==> config.mk <==
export PLATFORM = sky130hd
export DESIGN_NAME = prog_loader_flat
export DESIGN_NICKNAME = d
export VERILOG_FILES = /design/src/rtl/loader_pkg.sv /design/src/rtl/prog_loader_if.sv /design/src/rtl/prog_loader.sv /design/src/flat_wrapper.sv
export SDC_FILE = /design/constraint.sdc
export NUM_CORES = 1
export LEC_CHECK = 0
export ABC_AREA = 1
export BUFFER_PORTS_ARGS = -buffer_cell sky130_fd_sc_hd__buf_2
export CAP_MARGIN = 10
export CORE_ASPECT_RATIO = 1.2
export CORE_MARGIN = 8
export CORE_UTILIZATION = 35
export DETAILED_ROUTE_END_ITERATION = 10
export HOLD_SLACK_MARGIN = 0.06
export PLACE_DENSITY = 0.65
export SETUP_SLACK_MARGIN = 0.5
export SYNTH_ARGS = -nofsm -noshare
export SYNTH_HDL_FRONTEND = slang
export SYNTH_SLANG_ARGS = --single-unit
==> constraint.sdc <==
create_clock -name clk -period 2.5 [get_ports clk]
set_clock_uncertainty 0.2 [all_clocks]
set_input_delay 0.5 -clock clk [delete_from_list [all_inputs] [get_ports clk]]
set_output_delay 0.5 -clock clk [all_outputs]
set_load 0.05 [all_outputs]
==> src/rtl/loader_pkg.sv <==
// rtl/loader_pkg.sv - shared state encoding and widths for the instruction-memory loader
package loader_pkg;

  typedef enum logic [2:0] {
    IDLE,
    LEN_LO,
    LEN_HI,
    INS_LO,
    INS_HI,
    WRITE,
    DONE,
    ERR
  } ldr_state_t;

  localparam int INSTR_W   = 9;
  localparam int HDR_BYTES = 2;

endpackage

==> src/rtl/prog_loader_if.sv <==
// rtl/prog_loader_if.sv - byte-stream valid/ready handshake into the loader
interface prog_loader_if;

  logic       in_valid;
  logic [7:0] in_data;
  logic       in_ready;

  modport master (output in_valid, output in_data, input in_ready);
  modport slave  (input in_valid, input in_data, output in_ready);

endinterface

==> src/rtl/prog_loader.sv <==
// rtl/prog_loader.sv - assembles a length-prefixed byte stream into 9-bit instructions
// and writes them to instruction memory, holding the core in reset until a clean load.
module prog_loader
  import loader_pkg::*;
#(
  parameter int D = 12,
  parameter int W = INSTR_W
) (
  input  logic               clk,
  input  logic               reset,
  input  logic               start,
  prog_loader_if.slave       s_in,
  output logic               im_wr_en,
  output logic [D-1:0]       im_addr,
  output logic [W-1:0]       im_dat,
  output logic               core_hold,
  output logic               load_done,
  output logic               load_err,
  output logic [D:0]         words_loaded
);

  localparam int LEN_W     = 8 * HDR_BYTES;
  localparam int MAX_WORDS = 1 << D;

  ldr_state_t         state_q, state_d;
  logic [LEN_W-1:0]   len_q, len_d;
  logic [7:0]         lo_q, lo_d;
  logic [D-1:0]       addr_q, addr_d;
  logic [W-1:0]       dat_q, dat_d;
  logic [D:0]         cnt_q, cnt_d;
  logic [LEN_W-1:0]   len_full;
  logic [D:0]         cnt_inc;
  logic               xfer;

  always_ff @(posedge clk or negedge reset) begin
    if (!reset) begin
      state_q <= IDLE;
      len_q   <= '0;
      lo_q    <= '0;
      addr_q  <= '0;
      dat_q   <= '0;
      cnt_q   <= '0;
    end else begin
      state_q <= state_d;
      len_q   <= len_d;
      lo_q    <= lo_d;
      addr_q  <= addr_d;
      dat_q   <= dat_d;
      cnt_q   <= cnt_d;
    end
  end

  always_comb begin
    state_d  = state_q;
    len_d    = len_q;
    lo_d     = lo_q;
    addr_d   = addr_q;
    dat_d    = dat_q;
    cnt_d    = cnt_q;
    xfer     = s_in.in_valid && s_in.in_ready;
    len_full = {s_in.in_data, len_q[7:0]};
    cnt_inc  = cnt_q + {{D{1'b0}}, 1'b1};

    case (state_q)
      IDLE, DONE, ERR: begin
        if (start) begin
          state_d = LEN_LO;
          cnt_d   = '0;
        end
      end
      LEN_LO: begin
        if (xfer) begin
          len_d[7:0] = s_in.in_data;
          state_d    = LEN_HI;
        end
      end
      LEN_HI: begin
        if (xfer) begin
          len_d[15:8] = s_in.in_data;
          if (len_full == '0)                       state_d = DONE;
          else if (32'(len_full) > 32'(MAX_WORDS))  state_d = ERR;
          else                                      state_d = INS_LO;
        end
      end
      INS_LO: begin
        if (xfer) begin
          lo_d    = s_in.in_data;
          state_d = INS_HI;
        end
      end
      INS_HI: begin
        if (xfer) begin
          // Address/data are staged here so they are valid during WRITE and hold afterwards.
          if (s_in.in_data[7:1] != 7'd0) begin
            state_d = ERR;
          end else begin
            addr_d  = cnt_q[D-1:0];
            dat_d   = {s_in.in_data[0], lo_q};
            state_d = WRITE;
          end
        end
      end
      WRITE: begin
        cnt_d = cnt_inc;
        if (32'(cnt_inc) == 32'(len_q)) state_d = DONE;
        else                            state_d = INS_LO;
      end
      default: state_d = IDLE;
    endcase
  end

  assign s_in.in_ready = (state_q == LEN_LO) || (state_q == LEN_HI) ||
                         (state_q == INS_LO) || (state_q == INS_HI);
  assign im_wr_en      = (state_q == WRITE);
  assign im_addr       = addr_q;
  assign im_dat        = dat_q;
  assign core_hold     = (state_q != DONE);
  assign load_done     = (state_q == DONE);
  assign load_err      = (state_q == ERR);
  assign words_loaded  = cnt_q;

endmodule

==> src/flat_wrapper.sv <==
// flat-port wrapper written by rule: the top's interface ports become plain ports
module prog_loader_flat import loader_pkg::*;
#(
  parameter int D = 12,
  parameter int W = INSTR_W
)
  (clk, reset, start, im_wr_en, im_addr, im_dat, core_hold, load_done, load_err, words_loaded, s_in_in_valid, s_in_in_data, s_in_in_ready);
  prog_loader_if s_in_i ();
  input  logic clk;
  input  logic reset;
  input  logic start;
  output logic im_wr_en;
  output logic [D-1:0] im_addr;
  output logic [W-1:0] im_dat;
  output logic core_hold;
  output logic load_done;
  output logic load_err;
  output logic [D:0] words_loaded;
  input wire logic [$bits(s_in_i.in_valid)-1:0] s_in_in_valid;
  input wire logic [$bits(s_in_i.in_data)-1:0] s_in_in_data;
  output wire logic [$bits(s_in_i.in_ready)-1:0] s_in_in_ready;
  assign s_in_i.in_valid = s_in_in_valid;
  assign s_in_i.in_data = s_in_in_data;
  assign s_in_in_ready = s_in_i.in_ready;
  prog_loader #(.D(D), .W(W)) u_core (.clk(clk), .reset(reset), .start(start), .s_in(s_in_i), .im_wr_en(im_wr_en), .im_addr(im_addr), .im_dat(im_dat), .core_hold(core_hold), .load_done(load_done), .load_err(load_err), .words_loaded(words_loaded));
endmodule
# After elaboration in Yosys (flattened, before gate mapping)
# Cells that the tools add are included.
dict set report word_totals {
  n_memories 0
  latchBits 0
  regBits 61
  input_bits 12
  mem_bits_ro 0
  ram_bits 0
}
dict set report classes {
  n_div 0
  n_lt_le_gt_ge 1
  n_shift 0
  n_bitwise 1
  muxes 12
  addsub 1
  eq_ne 14
  n_reduce_logical 15
  n_mul 0
}
# cell count
set ops {}
lappend ops {{$pmux 13 s2} 1}
lappend ops {{$mux 3} 8}
lappend ops {{$pmux 3 s6} 1}
lappend ops {{$eq 13x16->1} 1}
lappend ops {{$gt 16x13->1 const B} 1}
lappend ops {{$logic_not 16->1} 1}
lappend ops {{$add 13x1->13 const B} 1}
lappend ops {{$mux 13} 1}
lappend ops {{$eq 3x3->1 const B} 4}
lappend ops {{$ne 2x1->1 const B} 4}
lappend ops {{$reduce_and 2->1} 4}
lappend ops {{$reduce_bool 7->1} 1}
lappend ops {{$eq 3x2->1 const B} 2}
lappend ops {{$reduce_and 5->1} 1}
lappend ops {{$eq 3x1->1 const B} 1}
lappend ops {{$logic_not 3->1} 1}
lappend ops {{$logic_or 1x1->1} 3}
lappend ops {{$ne 3x3->1 const B} 1}
lappend ops {{$reduce_and 3->1} 1}
lappend ops {{$reduce_or 3->1} 1}
lappend ops {{$mux 2} 1}
lappend ops {{$ne 2x2->1 const B} 1}
lappend ops {{$reduce_bool 2->1} 1}
lappend ops {{$logic_and 1x1->1} 1}
lappend ops {{$not 1->1} 1}

# Longest topological paths before layout
dict set report logic_depth {
  ltp_word 7
  mapped_depth 15
  depth_no_buf 15
}

# Least setup slack after synthesis
# No wires, ideal clock.
dict set report synth_path {
  kind {register to output}
  startpoint {register u_core.state_q[1]}
  endpoint {output core_hold}
  slack_ns 0.030
  t_arrival_ns 1.770
  required_ns 1.800
  stages_incl_launch_ff 6
  path_cell_list {dfrtp_1 -> inv_1 -> nor2_1 -> inv_1 -> nor2_1 -> inv_1}
}
dict set report synth_between {
  elab_chain_len 1
}
# element line_no
set synth_rtl {}
lappend synth_rtl {{start, declared} prog_loader.sv:25} ;# ldr_state_t state_q, state_d;
lappend synth_rtl {{start signal, assigned} prog_loader.sv:44} ;# state_q <= state_d;
lappend synth_rtl {{$ne 3x3->1} prog_loader.sv:117} ;# assign core_hold = (state_q != DONE);
lappend synth_rtl {{end, declared} flat_wrapper.sv:15} ;# output logic core_hold;
# No other way between the ends.

# Worst setup path after layout
dict set report layout_path {
  startpoint {register u_core.state_q[1]}
  endpoint {output s_in_in_ready}
}
dict set report layout_between {
  elab_chain_len 4
}
# element line_no
set layout_rtl {}
lappend layout_rtl {{$eq 3x1->1 or $eq 3x2->1 (tied branches)} prog_loader.sv:112} ;# assign s_in.in_ready = (state_q == LEN_LO) || (state_q == LEN_HI) ||
lappend layout_rtl {{$logic_or 1x1->1 (2 in series)} prog_loader.sv:112}
lappend layout_rtl {{$logic_or 1x1->1 (*)} prog_loader.sv:113} ;# (state_q == INS_LO) || (state_q == INS_HI);
lappend layout_rtl {{end, declared} flat_wrapper.sv:21} ;# output wire logic [$bits(s_in_i.in_ready)-1:0] s_in_in_ready;
# Every way passes the cells marked *; elsewhere a longest branch is shown, timed or not.

==> impl_results.md <==
- Slew at the pin closest to its max-slew limit: 500 ps
- Crit. End Element: output port
- Count of fill cells added during filler insertion: 893
- Number of synthesized flops with an enable pin: 0
- Area of all sequential standard cells: 0.00154 mm^2
- Final TNS setup: 0 ps
- Count of port buffers added during placement: 50
- Gate power share: 36.7%
- Mean routed wirelength per cell: 13.4 um
- CP Launch Type: register
- Count of antenna-violating nets left after detailed routing: 0
- Synth Net Count: 389
- Cells after synthesis: 376
- Net count reported at finish: 464
- WL final: 7710 um
- Floorplan die height: 118 um
- Reported max-cap violation count: 0
- Inserted Clock Buffers: 9
- Vias in the first global route: 2704
- Worst min-delay path class: reg -> reg
- Total of warnings raised by yosys: 0
- Switching component of the power: 1.41 mW
- Area grow syn2layout: 29.2%
- Required time of the critical path: 1800 ps
- Clock transition at the registers of the reported paths: 70 ps
- Unrepaired setup endpoints after global routing: yes
- Synthesis-stage register bit count: 61
- Mapped cell area: 0.00305 mm^2
- Sequential-to-total area share from yosys stat: 50.0%
- Global routing usage summed across all routing layers: 13.6%
- Power per unit of standard cell area: 958 mW/mm^2
- Tightest slew margin relative to the limit: 66.6%
- Achievable Freq: 471 MHz
- Commonest register cell after synthesis: dfrtp_1
- DRC violations left: 0
- Fraction of registers with async set/reset: 100%
- WP data arrival: 1420 ps
- Leakage Power: 1.98 nW
- Starting utilization of the core area: 35.9%
- Number of vias in the routed layout: 2675
- Clock tree from TritonCTS: done
- Top fanout value on the critical path: 4
- Placement row count: 37
- Global-route wire length before repair: 12900 um
- Start point of the critical path: u_core.state_q[1]
- Core area: 0.00852 mm^2
- Syn Area/Cell: 8.12 um^2
- Final hold violation count: 0
- Number of antenna violations at the first check in global routing: 0
- Per-cell via count in the routed design: 4.67
- Share of the clock period used by the worst path after layout: 84.9%
- Library cells used by synthesis: 28
- Die outline area: 0.0120 mm^2
- Critical Setup Path Class: reg -> out
- # setup viols final: 0
- Total iterations of the first detailed-routing run: 4
- Worst slack on hold paths: 277 ps
- Proportion of layout cells with a drive suffix above 1: 31.1%
- Footprint of the multi-input gates: 0.00138 mm^2
- Count of clock tree sinks: 61
- Outcome: finished clean
- Launch instance of the worst register-to-register path: u_core.words_loaded[0]
- Final critical path time including I/O delays and setup: 2120 ps
- X dimension of the die: 101 um
- CTS Root Cell: clkbuf_8
- Sequential fraction of design power: 36.8%
- Clock latency on the worst-skew pair: 350 ps
- DRC marker count from the first detailed-route iteration: 99
- DP Wirelength: 5610 um
- Part of the power in the clock network: 26.4%
- Longest Clk Path Bufs: 2
- Maximum number of pins on one net before global-route repair: 44
- Sw Share: 37.4%
- Deepest level of the CTS H-tree: 3
- Top Ports: 51
- Global placement routability congestion: 0.865
- Residual overflow from global routing: 0
- Ant. Diodes: 0
- Internal cell power: 2.37 mW
- Startpoint of the lowest-slack hold path: u_core.im_addr[7]
- Number of max-slew violations in the final report: 0
- Peak supply drop: 0.420 mV
-- worst max-delay path, cell delays in order (launching register included) --
cell,delay [ps]
dfrtp_2,450
inv_1,120
a21oi_2,80
or2_4,270
buf_8,150
-- power by group through the flow --
| stage | Combinational, mW | Clock, mW | Sequential (mW) |
|---|---|---|---|
| finish | 1.39 | 0.998 | 1.39 |
| global route | 1.56 | 1.07 | 1.42 |
| CTS | 1.26 | 1.03 | 1.39 |
| detailed placement | 1.09 | 0 | 1.42 |
| global placement | 1.07 | 0 | 1.41 |
| floorplan | 0.787 | 0 | 1.42 |
-- final timing paths --
check | cells after the start | slack, ps | to
max | 4 | 380 | s_in_in_ready
min reg2reg | 2 | 280 | u_core.im_addr[7]
min | 2 | 280 | u_core.im_addr[7]
max in group asynchronous | 3 | 1050 | u_core.state_q[1]
min in group asynchronous | 2 | 450 | u_core.im_addr[4]
max reg2reg | 14 | 570 | u_core.state_q[2]
-- Yosys cell counts (3+ instances only) --
cell | n | area share [%]
nor2_4 | 4 | 1.5
nor2_1 | 21 | 2.6
nor2_2 | 6 | 1.2
o21ai_0 | 42 | 6.9
a21oi_1 | 5 | 0.82
dfrtp_1 | 61 | 50
nand2_2 | 3 | 0.61
o21ai_1 | 3 | 0.49
clkbuf_1 | 5 | 0.61
mux2_4 | 4 | 2.0
nand4_1 | 6 | 1.2
nand2_1 | 114 | 14
nand3_1 | 27 | 4.4
inv_1 | 43 | 5.3
inv_2 | 6 | 0.74
o22ai_1 | 8 | 1.6
mux2_2 | 4 | 1.5
nand3b_1 | 4 | 0.98
-- final cells by class --
cell class                 count  area share [%]
sequential                    61            38.9
multi-input combinational    259            35.1
timing repair buffer          71            11.9
inverter                      49            4.66
clock buffer                  12            3.93
tap                          117            3.71
clock inverter                 4            1.78
-- routing by layer --
metal | part of all wire (%) | up-vias | GRT usage, % | routed length (um)
met1 | 46 | 1246 | 16.7 | 3580
met4 | 1.4 | 0 | 6.16 | 108
met2 | 48 | 56 | 21.3 | 3680
li1 | - | 1366 | - | -
met3 | 4.3 | 7 | 4.11 | 334
met5 | 0 | - | 0 | 0
-- registers in the layout (all words and copies together), names as in the netlist --
name	cells
u_core.len_q	16
u_core.im_addr	12
u_core.words_loaded	13
u_core.state_q	3
u_core.lo_q	8
u_core.im_dat	9
-- stage by stage --
step | util, % | worst slack, ps | instances | power, mW | instance area, um^2
5_1_grt | 46.3 | 333 | 573 | 4.04 | 3950
2_1_floorplan | - | 501 | 376 | 2.20 | 3080
3_3_place_gp | 40.8 | 476 | 539 | 2.48 | 3470
6_report | 46.3 | 378 | 573 | 3.78 | 3950
4_1_cts | 44.8 | 414 | 566 | 3.68 | 3820
3_5_place_dp | 40.8 | 375 | 539 | 2.50 | 3470
-- placed cells by master (no fill, tap or decap), types with 2 or more instances in the layout --
cell type / n
buf_4: 18
o22ai_1: 8
a21oi_1: 3
buf_2: 45
inv_2: 10
nand2_1: 110
a21oi_2: 2
nor2_1: 17
clkinv_2: 2
buf_6: 3
o21ai_1: 3
nand3_1: 25
inv_1: 39
mux2_2: 4
nand4_1: 6
bufinv_16: 2
buf_8: 3
mux2_4: 4
nor2_2: 6
nand2_2: 6
dfrtp_2: 8
clkbuf_8: 11
dfrtp_1: 53
o21ai_0: 42
nand3b_1: 4
nor2_4: 8
nand3_2: 3
-- cells by family (layout without fill, tap and decap cells) --
| logic type | count (synthesis) | count (layout) | share of synthesized area (%) |
|---|---|---|---|
| and+or+nand+nor | 190 | 190 | 28.5 |
| DFF | 61 | 61 | 50.0 |
| muxes | 8 | 8 | 3.44 |
| xor gates and xnor gates | 1 | 1 | 0.287 |
| buffers and inverters | 56 | 136 | 7.25 |
| adders and majority gates | 1 | 1 | 0.410 |
| AOI/OAI and AO/OA | 59 | 59 | 10.1 |
-- what timing repair did --
action,in CTS,in global routing
hold buffers,1,0
hold endpoints to repair,18,0
setup buffers,10,7
pin swaps,2,14
setup endpoints to repair,5,8
gates resized for setup,13,24
Note: power is estimated with default switching activity, not from simulation.
